File: config.mk
export PLATFORM = sky130hd
export DESIGN_NAME = adc_fill_packer
export DESIGN_NICKNAME = d
export VERILOG_FILES = /design/src/rtl/adc_fill_packer.sv
export SDC_FILE = /design/constraint.sdc
export NUM_CORES = 1
export LEC_CHECK = 0
export CAP_MARGIN = 40
export CORE_AREA = 5 5 264 214
export CTS_CLUSTER_DIAMETER = 100
export CTS_CLUSTER_SIZE = 30
export DETAILED_ROUTE_END_ITERATION = 8
export DIE_AREA = 0 0 269 219
export MAX_ROUTING_LAYER = met4
export SETUP_SLACK_MARGIN = 0.15
export SYNTH_ARGS = -nofsm -noshare
export SYNTH_HDL_FRONTEND = slang
export SYNTH_SLANG_ARGS = --single-unit
File: constraint.sdc
create_clock -name clk -period 7.2 [get_ports clk]
set_input_delay 1.08 -clock clk [delete_from_list [all_inputs] [get_ports clk]]
set_output_delay 1.08 -clock clk [all_outputs]
set_load 0.03 [all_outputs]
File: src/rtl/adc_fill_packer.sv
// Fill packer: header word, num_fill_bursts packed sample words, then XOR checksum word (out_last).
// Latency: start -> header 1 cycle; accepted input -> packed word on the next cycle.
// Backpressure: single output register; in_ready only in DATA while that register is free.
module adc_fill_packer #(
  parameter int ADC_BITS         = 12,
  parameter int SAMPLES_PER_WORD = 8,
  parameter int OVR_MODE         = 0
) (
  input  logic                         clk,
  input  logic                         rst_n,
  input  logic                         start,
  input  logic [23:0]                  fill_num,
  input  logic [22:0]                  burst_start_adr,
  input  logic [23:0]                  num_fill_bursts,
  input  logic [15:0]                  channel_tag,
  input  logic [1:0]                   fill_type,
  input  logic [8*(ADC_BITS+1)-1:0]    in_dat,
  input  logic                         in_valid,
  output logic                         in_ready,
  output logic [127:0]                 out_dat,
  output logic                         out_valid,
  input  logic                         out_ready,
  output logic                         out_last,
  output logic                         busy,
  output logic                         ovr_seen
);

  localparam int LW = ADC_BITS + 1;

  localparam logic [1:0] S_IDLE     = 2'd0;
  localparam logic [1:0] S_HEADER   = 2'd1;
  localparam logic [1:0] S_DATA     = 2'd2;
  localparam logic [1:0] S_CHECKSUM = 2'd3;

  generate
    if (SAMPLES_PER_WORD != 8) begin : g_spw_chk
      $error("adc_fill_packer: SAMPLES_PER_WORD must be 8");
    end
    if (ADC_BITS < 8 || ADC_BITS > 14) begin : g_bits_chk
      $error("adc_fill_packer: ADC_BITS must be in 8..14");
    end
  endgenerate

  logic [1:0]   state;
  logic [23:0]  word_cnt;
  logic [127:0] checksum;
  logic         csum_loaded;
  logic         out_free;
  logic         accept;
  logic [127:0] header;
  logic [127:0] pack_dat;
  logic         pack_ovr;

  assign out_free = !out_valid || out_ready;
  assign in_ready = (state == S_DATA) && out_free;
  assign accept   = in_valid && in_ready;
  assign busy     = (state != S_IDLE);

  // Header word is built straight from the start-cycle fields
  assign header = {2'b01, 12'd0, fill_type, channel_tag, 8'd0, num_fill_bursts,
                   6'd0, burst_start_adr, 3'b000, 8'd0, fill_num};

  // Pack eight lanes into 16-bit slots, placing the over-range bit per OVR_MODE
  always_comb begin
    logic [LW-1:0] lane;
    lane     = '0;
    pack_dat = '0;
    pack_ovr = 1'b0;
    for (int i = 0; i < 8; i++) begin
      lane     = in_dat[LW*i +: LW];
      pack_ovr = pack_ovr | lane[0];
      if (OVR_MODE == 0)
        pack_dat[16*i +: 16] = {{(16-ADC_BITS){lane[ADC_BITS]}}, lane[ADC_BITS:1]};
      else
        pack_dat[16*i +: 16] = {{(15-ADC_BITS){lane[ADC_BITS]}}, lane[ADC_BITS:1], lane[0]};
    end
  end

  // Fill sequencer and output register; a consumed word empties the register unless reloaded
  always_ff @(posedge clk or negedge rst_n) begin
    if (!rst_n) begin
      state       <= S_IDLE;
      word_cnt    <= '0;
      checksum    <= '0;
      csum_loaded <= 1'b0;
      out_dat     <= '0;
      out_valid   <= 1'b0;
      out_last    <= 1'b0;
      ovr_seen    <= 1'b0;
    end else begin
      if (out_valid && out_ready) begin
        out_valid <= 1'b0;
        out_last  <= 1'b0;
      end
      case (state)
        S_IDLE: begin
          if (start) begin
            out_dat     <= header;
            out_valid   <= 1'b1;
            out_last    <= 1'b0;
            checksum    <= header;
            word_cnt    <= num_fill_bursts;
            ovr_seen    <= 1'b0;
            csum_loaded <= 1'b0;
            state       <= S_HEADER;
          end
        end
        S_HEADER: begin
          if (out_free) begin
            if (word_cnt != 24'd0) begin
              state <= S_DATA;
            end else begin
              // Empty fill: the checksum is the header itself
              out_dat     <= checksum;
              out_valid   <= 1'b1;
              out_last    <= 1'b1;
              csum_loaded <= 1'b1;
              state       <= S_CHECKSUM;
            end
          end
        end
        S_DATA: begin
          if (accept) begin
            out_dat   <= pack_dat;
            out_valid <= 1'b1;
            checksum  <= checksum ^ pack_dat;
            ovr_seen  <= ovr_seen | pack_ovr;
            word_cnt  <= word_cnt - 24'd1;
            if (word_cnt == 24'd1) begin
              csum_loaded <= 1'b0;
              state       <= S_CHECKSUM;
            end
          end
        end
        S_CHECKSUM: begin
          if (!csum_loaded) begin
            // Load as soon as the last data word leaves the register
            if (out_free) begin
              out_dat     <= checksum;
              out_valid   <= 1'b1;
              out_last    <= 1'b1;
              csum_loaded <= 1'b1;
            end
          end else if (out_valid && out_ready) begin
            state <= S_IDLE;
          end
        end
        default: state <= S_IDLE;
      endcase
    end
  end

endmodule

==> results of run 1 <==
[logic make-up after synthesis]
family | share of synthesized area
buffers and inverters | 0.0484
AO/OA/AOI/OAI | 0.222
adder cells (fa/ha/maj) | 0.00552
multiplexers | 0.131
AND/OR/NAND/NOR | 0.142
flip-flops | 0.451
[stage by stage]
stage	setup WS, ns	total power [uW]	area [sq um]	std cells	util
final	2.41	9960	20200	2612	0.378
after global routing	2.22	10700	20200	2611	0.378
after CTS	2.37	10100	20200	2607	0.377
after detailed placement	2.61	8990	19700	2581	0.368
after global placement	2.66	8780	19500	2576	0.366
after floorplan	3.82	7340	15900	1665	-
[worst reg2reg max path, stage by stage (launching register included)]
cell and delay (ns):
dfrtp_4 0.83, inv_1 0.31, ha_4 0.39, nor2b_4 0.20
a221oi_1 0.58, and3_4 0.72, buf_12 0.68, mux2_1 0.43
[per-layer routing]
layer | vias to the layer above | share of wire | global-route usage
met2 | 445 | 0.45 | 0.252
met3 | 44 | 0.064 | 0.0299
met1 | 6822 | 0.47 | 0.238
met4 | 0 | 0.022 | 0.0302
li1 | 6478 | - | -
met5 | - | 0 | -
[report_power, final]
group,switching (uW),internal [uW]
Combinational,3230,2720
Clock,626,426
Sequential,610,2360
Total,4460,5500
[Yosys cell counts (all sizes together), types with 12 or more instances]
master,number
dfrtp,286
o21ai,240
nand2,213
a21oi,145
mux2,128
clkbuf,110
nor2,92
a22oi,90
nor3,61
nand3,50
nand2b,45
o221a,37
buf,28
mux2i,26
a2bb2oi,17
inv,12
[how the worst max path moves through the flow]
| stage | startpoint | to | slack [ns] |
|---|---|---|---|
| 6_report | state[0]$_DFFE_PN0P_ | in_ready | 2.41 |
| 5_1_grt | state[0]$_DFFE_PN0P_ | in_ready | 2.22 |
| 4_1_cts | state[0]$_DFFE_PN0P_ | in_ready | 2.37 |
| 3_5_place_dp | out_ready | out_dat[120]$_DFFE_PN0P_ | 2.61 |
| 3_3_place_gp | out_ready | out_dat[117]$_DFFE_PN0P_ | 2.66 |
| 2_1_floorplan | state[0]$_DFFE_PN0P_ | in_ready | 3.82 |
[final cells by class]
cell class / count / area (sq um)
antenna: 5 / 12.5
clock buffer: 18 / 397
clock inverter: 8 / 101
fill: 5228 / 33300
inverter: 12 / 45.0
multi-input combinational: 1229 / 8000
sequential: 286 / 7160
tap: 702 / 878
timing repair buffer: 352 / 3590
[sequential cells by signal, summed over array words and instances (netlist names)]
name,cells
ovr_seen,1
out_valid,1
word_cnt,24
state,2
checksum,128
out_dat,128
out_last,1
csum_loaded,1
==> summary.txt, run 1 <==
Setup path
  • Worst path slowest cell: dfrtp_4
  • R2R depth: 7
  • Type of the worst setup path: reg -> out
  • Stages on the worst setup path: 7
  • Crit Path Max Fanout: 79
  • CP startpoint kind: register
  • Crit-path cells: inv_1 > ha_4 > buf_4 > buf_16 > inv_2 > nor2_1 > clkdlybuf4s50_1
  • Critical path's largest stage delay: 0.72 ns
  • Critical Path Sink Type: output port
  • RR Endpoint: out_dat[4]$_DFFE_PN0P_
  • R2r startpoint: state[0]$_DFFE_PN0P_
  • Worst path arrival time: 3.71 ns
  • Top delay family on crit path: buffers and inverters
  • CP Buf/Inv Count: 5
  • Reg2reg setup slack: 2.93 ns
  • Worst Path Required: 6.12 ns

Global routing
  • Gr usage total: 0.167
  • Largest net degree at the start of global routing: 142
  • First-pass GRT wire length: 78.0 mm
  • Gr ovfl total: 0
  • Initial antenna violation count: 6
  • Vias in the first global route: 13400

Yosys
  • Top cells by area, synth: dfrtp_1, mux2_4, o21ai_0
  • Cells after synthesis: 1665
  • Seq cells post-synth: 286
  • Number of synthesized flops with an enable pin: 0
  • Post-synthesis sequential area ratio: 0.451
  • Area leader, netlist: dfrtp_1
  • Synth top area share: 0.451
  • Syn Area/Cell: 9.52 sq um
  • Synth warn: 0
  • Ys flop type: dfrtp_1
  • Async SR Flop Fraction: 1.00
  • Post-Synthesis Cell Area: 15900 sq um
  • Distinct cells, synth: 59
  • Syn nets: 1870

Placed design
  • PortBufs: 330
  • DP HPWL: 33.1 mm
  • Gpl congestion: 0.769

Final layout
  • Commonest non-fill, non-tap cell in the layout: clkdlybuf4s50_1
  • Most frequent cells in the layout: clkdlybuf4s50_1, dfrtp_1, nand2_1
  • Layout Nets: 2101
  • Proportion of layout cells with a drive suffix above 1: 0.107
  • Area Overhead vs Synth: 27.3%

Clock network
  • Post-CTS setup buffers: 0
  • Num CTS Buffers: 15
  • Clock transition at path regs: 0.12 ns
  • CTS H-Tree Depth: 1
  • Worst-Skew Late Latency: 0.55 ns
  • Clock sinks: 286
  • Root Buffer: clkbuf_16
  • Max Buffers Root-to-Sink: 3
  • CTS resizes: 0
  • CTS hold repair buffers: 0
  • CTS tree: done

Timing
  • WHS: 0.475 ns
  • RSZ-0062 raised after global routing: false
  • Slew Viols, Final: 0
  • Final Cycle Share: 0.666
  • Setup TNS: 0 ns
  • Final setup violation count: 0
  • Final Hold Viols: 0
  • Fin Clk Skew: 0.0422 ns
  • Fmax: 209 MHz
  • Min cycle time layout: 4.79 ns
  • Slew @ Worst Pin: 1.05 ns
  • Slew headroom: 0.300

Floorplan
  • Core Region: 53400 sq um
  • Initial Util: 0.297
  • # IOs: 331
  • Chip Height: 219 microns
  • Die area: 58900 sq um
  • Die Span X: 269 microns
  • # rows: 76

Detailed routing
  • Routed WL per cell: 19.1 microns
  • Wirelength, routed: 50.0 mm
  • DRC viols: 0
  • Total number of vias: 13800
  • Mean number of vias per cell: 5.28
  • Antenna viol nets, final: 0
  • Drt initial violations: 1100
  • Detailed Routing Iterations Pass 1: 5

Power and ir drop
  • Power Dens Cells: 494 nW/um^2
  • Max VDD drop: 0.364 mV
  • Leak Pwr: 0.00799 uW

Hold path
  • Hold WC Path Type: reg -> reg
  • Worst Hold Endpoint: checksum[117]$_DFFE_PN0P_
  • Hold path depth: 1
  • Min-delay src: checksum[117]$_DFFE_PN0P_

Flow run
  • Max-cap violations: 0

Status
  • Status: finished, final reports clean
No activity file was read; power rests on OpenSTA's default activity.
==> inputs of run 2 (changes only) <==
==> constraint.sdc (replaced) <==
create_clock -name clk -period 4 [get_ports clk]
set_input_delay 0.6 -clock clk [delete_from_list [all_inputs] [get_ports clk]]
set_output_delay 0.6 -clock clk [all_outputs]
set_load 0.03 [all_outputs]
==> summary.txt, run 2 (synthesized netlist as in run 1, its figures left out) <==
Status
  • Status: finished, final reports clean

Detailed routing
  • Wirelength, routed: 51.2 mm
  • Mean number of vias per cell: 5.32
  • Routed WL per cell: 19.5 microns
  • Antenna viol nets, final: 0
  • Detailed Routing Iterations Pass 1: 5
  • Drt initial violations: 1034
  • DRC viols: 0
  • Total number of vias: 13900

Floorplan
  • Chip Height: 219 microns
  • Die Span X: 269 microns
  • # rows: 76
  • Die area: 58900 sq um
  • Initial Util: 0.297
  • # IOs: 331
  • Core Region: 53400 sq um

Timing
  • Fin Clk Skew: 0.0300 ns
  • Min cycle time layout: 3.22 ns
  • Slew headroom: 0.304
  • Final setup violation count: 0
  • Final Cycle Share: 0.806
  • Slew @ Worst Pin: 1.04 ns
  • Final Hold Viols: 0
  • Fmax: 310 MHz
  • WHS: 0.134 ns
  • RSZ-0062 raised after global routing: false
  • Slew Viols, Final: 0
  • Setup TNS: 0 ns

Power and ir drop
  • Max VDD drop: 0.730 mV
  • Net Sw Power: 8130 uW
  • Power Dens Cells: 897 nW/um^2
  • Seq pwr share: 0.290
  • Comb pwr share: 0.604
  • Internal power: 10100 uW
  • Clk pwr share: 0.106
  • Switching part of the total: 0.447
  • Leak Pwr: 0.00806 uW

Clock network
  • Root Buffer: clkbuf_16
  • Clock transition at path regs: 0.12 ns
  • CTS resizes: 0
  • CTS H-Tree Depth: 1
  • Clock sinks: 286
  • Post-CTS setup buffers: 0
  • CTS tree: done
  • Worst-Skew Late Latency: 0.53 ns
  • Max Buffers Root-to-Sink: 3
  • Num CTS Buffers: 15
  • CTS hold repair buffers: 0

Flow run
  • Max-cap violations: 0

Final layout
  • FILL cells: 5246
  • Proportion of layout cells with a drive suffix above 1: 0.113
  • Layout Nets: 2112
  • Commonest non-fill, non-tap cell in the layout: clkdlybuf4s50_1
  • Area Overhead vs Synth: 28.0%
  • Final Util: 0.380
  • Most frequent cells in the layout: clkdlybuf4s50_1, dfrtp_1, nand2_1
  • Regs by FF count: checksum (128), out_dat (128), word_cnt (24)

Global routing
  • Initial antenna violation count: 6
  • First-pass GRT wire length: 79.0 mm
  • Largest net degree at the start of global routing: 191
  • Vias in the first global route: 13700
  • Gr ovfl total: 0
  • Gr usage total: 0.170

Setup path
  • R2r startpoint: word_cnt[0]$_DFFE_PN0P_
  • Worst Path Required: 3.40 ns
  • Crit Path Max Fanout: 9
  • Crit-path cells: inv_1 > ha_4 > inv_2 > nor2_1 > clkdlybuf4s50_1
  • Critical path's largest stage delay: 0.73 ns
  • Worst path slowest cell: clkdlybuf4s50_1
  • CP startpoint kind: register
  • Worst Setup SP: state[0]$_DFFE_PN0P_
  • Critical Path Sink Type: output port
  • Type of the worst setup path: reg -> out
  • Worst path arrival time: 2.62 ns

Placed design
  • DP HPWL: 33.8 mm
  • PortBufs: 330
  • Gpl congestion: 0.804

Hold path
  • Hold WC Path Type: in -> async
-- run 2: layout make-up --
cell class / instances / area [sq um] / area share
clock inverter: 9 / 123 / 0.00604
sequential: 286 / 7160 / 0.353
tap: 702 / 878 / 0.0433
multi-input combinational: 1229 / 8000 / 0.394
antenna: 5 / 12.5 / 0.000616
timing repair buffer: 363 / 3690 / 0.182
clock buffer: 16 / 389 / 0.0192
inverter: 12 / 45.0 / 0.00222
-- run 2: stage by stage --
stage	cells	setup WS [ns]	total power (uW)	cell area [sq um]
6_report	2622	0.775	18200	20300
3_3_place_gp	2590	0.735	16100	19700
4_1_cts	2617	0.751	18400	20300
2_1_floorplan	1665	0.968	13200	15900
5_1_grt	2622	0.665	19500	20300
3_5_place_dp	2592	0.751	16400	19800
-- run 2: critical path: cells and delay by family (launching register included) --
family | cells | cell delay, ns
DFF | 1 | 0.50
buffers and inverters | 3 | 1.08
adders and majority gates | 1 | 0.27
and+or+nand+nor | 1 | 0.24
-- run 2: worst paths after layout --
path                       cells after the start  slack (ns)                         to
setup / recovery                               5        0.78                   in_ready
hold / removal                                 1        0.13   checksum[38]$_DFFE_PN0P_
setup reg to reg                               8        0.85    out_dat[10]$_DFFE_PN0P_
hold reg to reg                                1        0.48  checksum[119]$_DFFE_PN0P_
max in group asynchronous                      2        2.78  checksum[114]$_DFFE_PN0P_
min in group clk                               1        0.48  checksum[119]$_DFFE_PN0P_
-- run 2: layer usage --
| layer | vias up | routed length, microns | global-route usage |
|---|---|---|---|
| met4 | 0 | 862 | 0.0295 |
| met2 | 421 | 23700 | 0.269 |
| li1 | 6504 | - | - |
| met3 | 51 | 3050 | 0.0316 |
| met5 | - | 0 | - |
| met1 | 6961 | 23600 | 0.233 |
-- run 2: power groups by stage --
stage	Combinational (uW)	Clock, uW	Sequential, uW
floorplan	7050	0	6150
global placement	10800	0	5270
finish	11000	1930	5290
detailed placement	11100	0	5310
global route	11900	2110	5460
CTS	11100	2030	5280
==> patch (flow settings as in run 2) <==
Set the parameter `OVR_MODE` to 1 (it was 0).
--- a/src/rtl/adc_fill_packer.sv
+++ b/src/rtl/adc_fill_packer.sv
@@ -4,7 +4,7 @@
 module adc_fill_packer #(
   parameter int ADC_BITS         = 12,
   parameter int SAMPLES_PER_WORD = 8,
-  parameter int OVR_MODE         = 0
+  parameter int OVR_MODE         = 1
 ) (
   input  logic                         clk,
   input  logic                         rst_n,
Formal check against the unedited RTL: not equivalent (Yosys sat finds a counterexample within 4 cycles, from zero or initial values and one cycle with rst_n low).
==> patch against run 2 <==
Worst setup slack got worse by 0.026 ns; via count increased by 7.8%; routed wire length is 13% higher; total power shrank 3.9%; sequential cell count unchanged; final area is 2.7% lower; die area unchanged; worst hold slack lost 0.00075 ns; area after synthesis is 4.1% lower; largest cell class unchanged.
==> patch: results (changes against run 2) <==
Sw Pwr 8610 uW (+5.8%); HPWL Detailed 37.7 mm (+11%); flop-to-flop setup slack 1.03 ns (+0.18 ns); worst-case clock skew 0.0320 ns (+0.00198 ns); WL final 58.1 mm (+13%); worst-path maximum fanout 23 (+14); largest net degree at the start of global routing 232 (+21%); Syn Area/Cell 8.87 um2 (-6.9%); Filler cells 5332 (+1.6%); Cells after DPL 2615 (+0.89%); post-synth cell types 55 (-6.8%); worst vdd ir 0.647 mV (-11%); Via density 5.65 (+6.3%); Slew headroom 0.294 (-0.00956); Synth area leaders dfrtp_1 (47%), o21ai_0 (14%), a221o_1 (4.8%); first-pass GRT wire length 87.4 mm (+11%); status finished clean; initial antenna violation count 18 (+12); sequential fraction of the synthesis area 0.470 (+0.0191); DR pass1 iterations 6 (+1); share of cells above drive strength 1 0.0625 (-0.0503); RePlAce Congestion 0.788 (-2.0%); Commonest cells post-synth o21ai_0 (434), dfrtp_1 (286), a21oi_1 (141); nets 2135 (+1.1%); number of global-route vias before repair 14537 (+6.2%); leakage 0.00731 uW (-9.3%)
## patch: cell types whose count changed after synthesis, moves of 6 or more
cell,run 2,this run
o21ai_0,209,434
a221o_1,0,73
mux2_1,28,0
buf_12,11,0
o31ai_1,1,37
o21a_1,6,13
clkbuf_1,109,140
mux2_4,100,0
nand3_1,50,44
a22oi_1,90,36
o21ai_1,31,6
nand2b_1,45,39
buf_1,13,21
nand2_1,213,109
## patch: area by class of cell
type	count	area [um2]	share of cell area
diodes	19	47.5	0.00241
clock buffers	17	393	0.0199
clock inverters	7	91.3	0.00462
inverters	10	37.5	0.00190
multi-input cells	1253	7440	0.377
flip-flops and latches	286	7160	0.362
well taps	702	878	0.0445
repair buffers	364	3710	0.188
## patch: cell families (layout without fill, tap and decap cells)
family / after synthesis / after routing / share of synthesized area
AO/OA/AOI/OAI: 838 / 838 / 0.341
AND/OR/NAND/NOR: 383 / 383 / 0.120
flip-flops: 286 / 286 / 0.470
buffers and inverters: 176 / 398 / 0.0457
multiplexers: 25 / 25 / 0.0167
adder cells (fa/ha/maj): 7 / 7 / 0.00576
other: 0 / 19 / 0
## patch: stage by stage
stage	area, um2	setup slack [ns]	utilization	hold WS (ns)
floorplan	15200	1.11	-	0.304
global placement	19200	0.710	0.358	0.455
detailed placement	19200	0.653	0.360	0.465
CTS	19700	0.695	0.369	0.189
global route	19800	0.659	0.370	0.203
finish	19800	0.749	0.370	0.133
## patch: critical path, cell delays in order (launching register included)
cell	delay, ns
dfrtp_4	0.51
inv_1	0.21
ha_4	0.41
inv_2	0.08
nor2_1	0.19
clkdlybuf4s50_1	0.71
## patch: worst max-delay path by stage
| stage | startpoint | end |
|---|---|---|
| after floorplan | state[0] | ovr_seen |
| after global placement | out_ready | out_dat[69] |
| after detailed placement | out_ready | out_dat[86] |
| after CTS | state[0] | in_ready |
| after global routing | state[0] | in_ready |
| final | state[0] | in_ready |
## patch: layer usage
metal	up-vias	global-route usage	wire (um)
met3	79	0.0413	4070
li1	6873	-	-
met2	563	0.295	26500
met4	0	0.0559	1790
met5	-	-	0
met1	7503	0.256	25700
## patch: power groups by stage
stage | combinational (uW) | sequential, uW | clock, uW
floorplan | 5670 | 6130 | 0
global placement | 10000 | 5280 | 0
detailed placement | 10300 | 5350 | 0
CTS | 10400 | 5300 | 1960
global route | 11200 | 5490 | 2040
finish | 10300 | 5310 | 1900
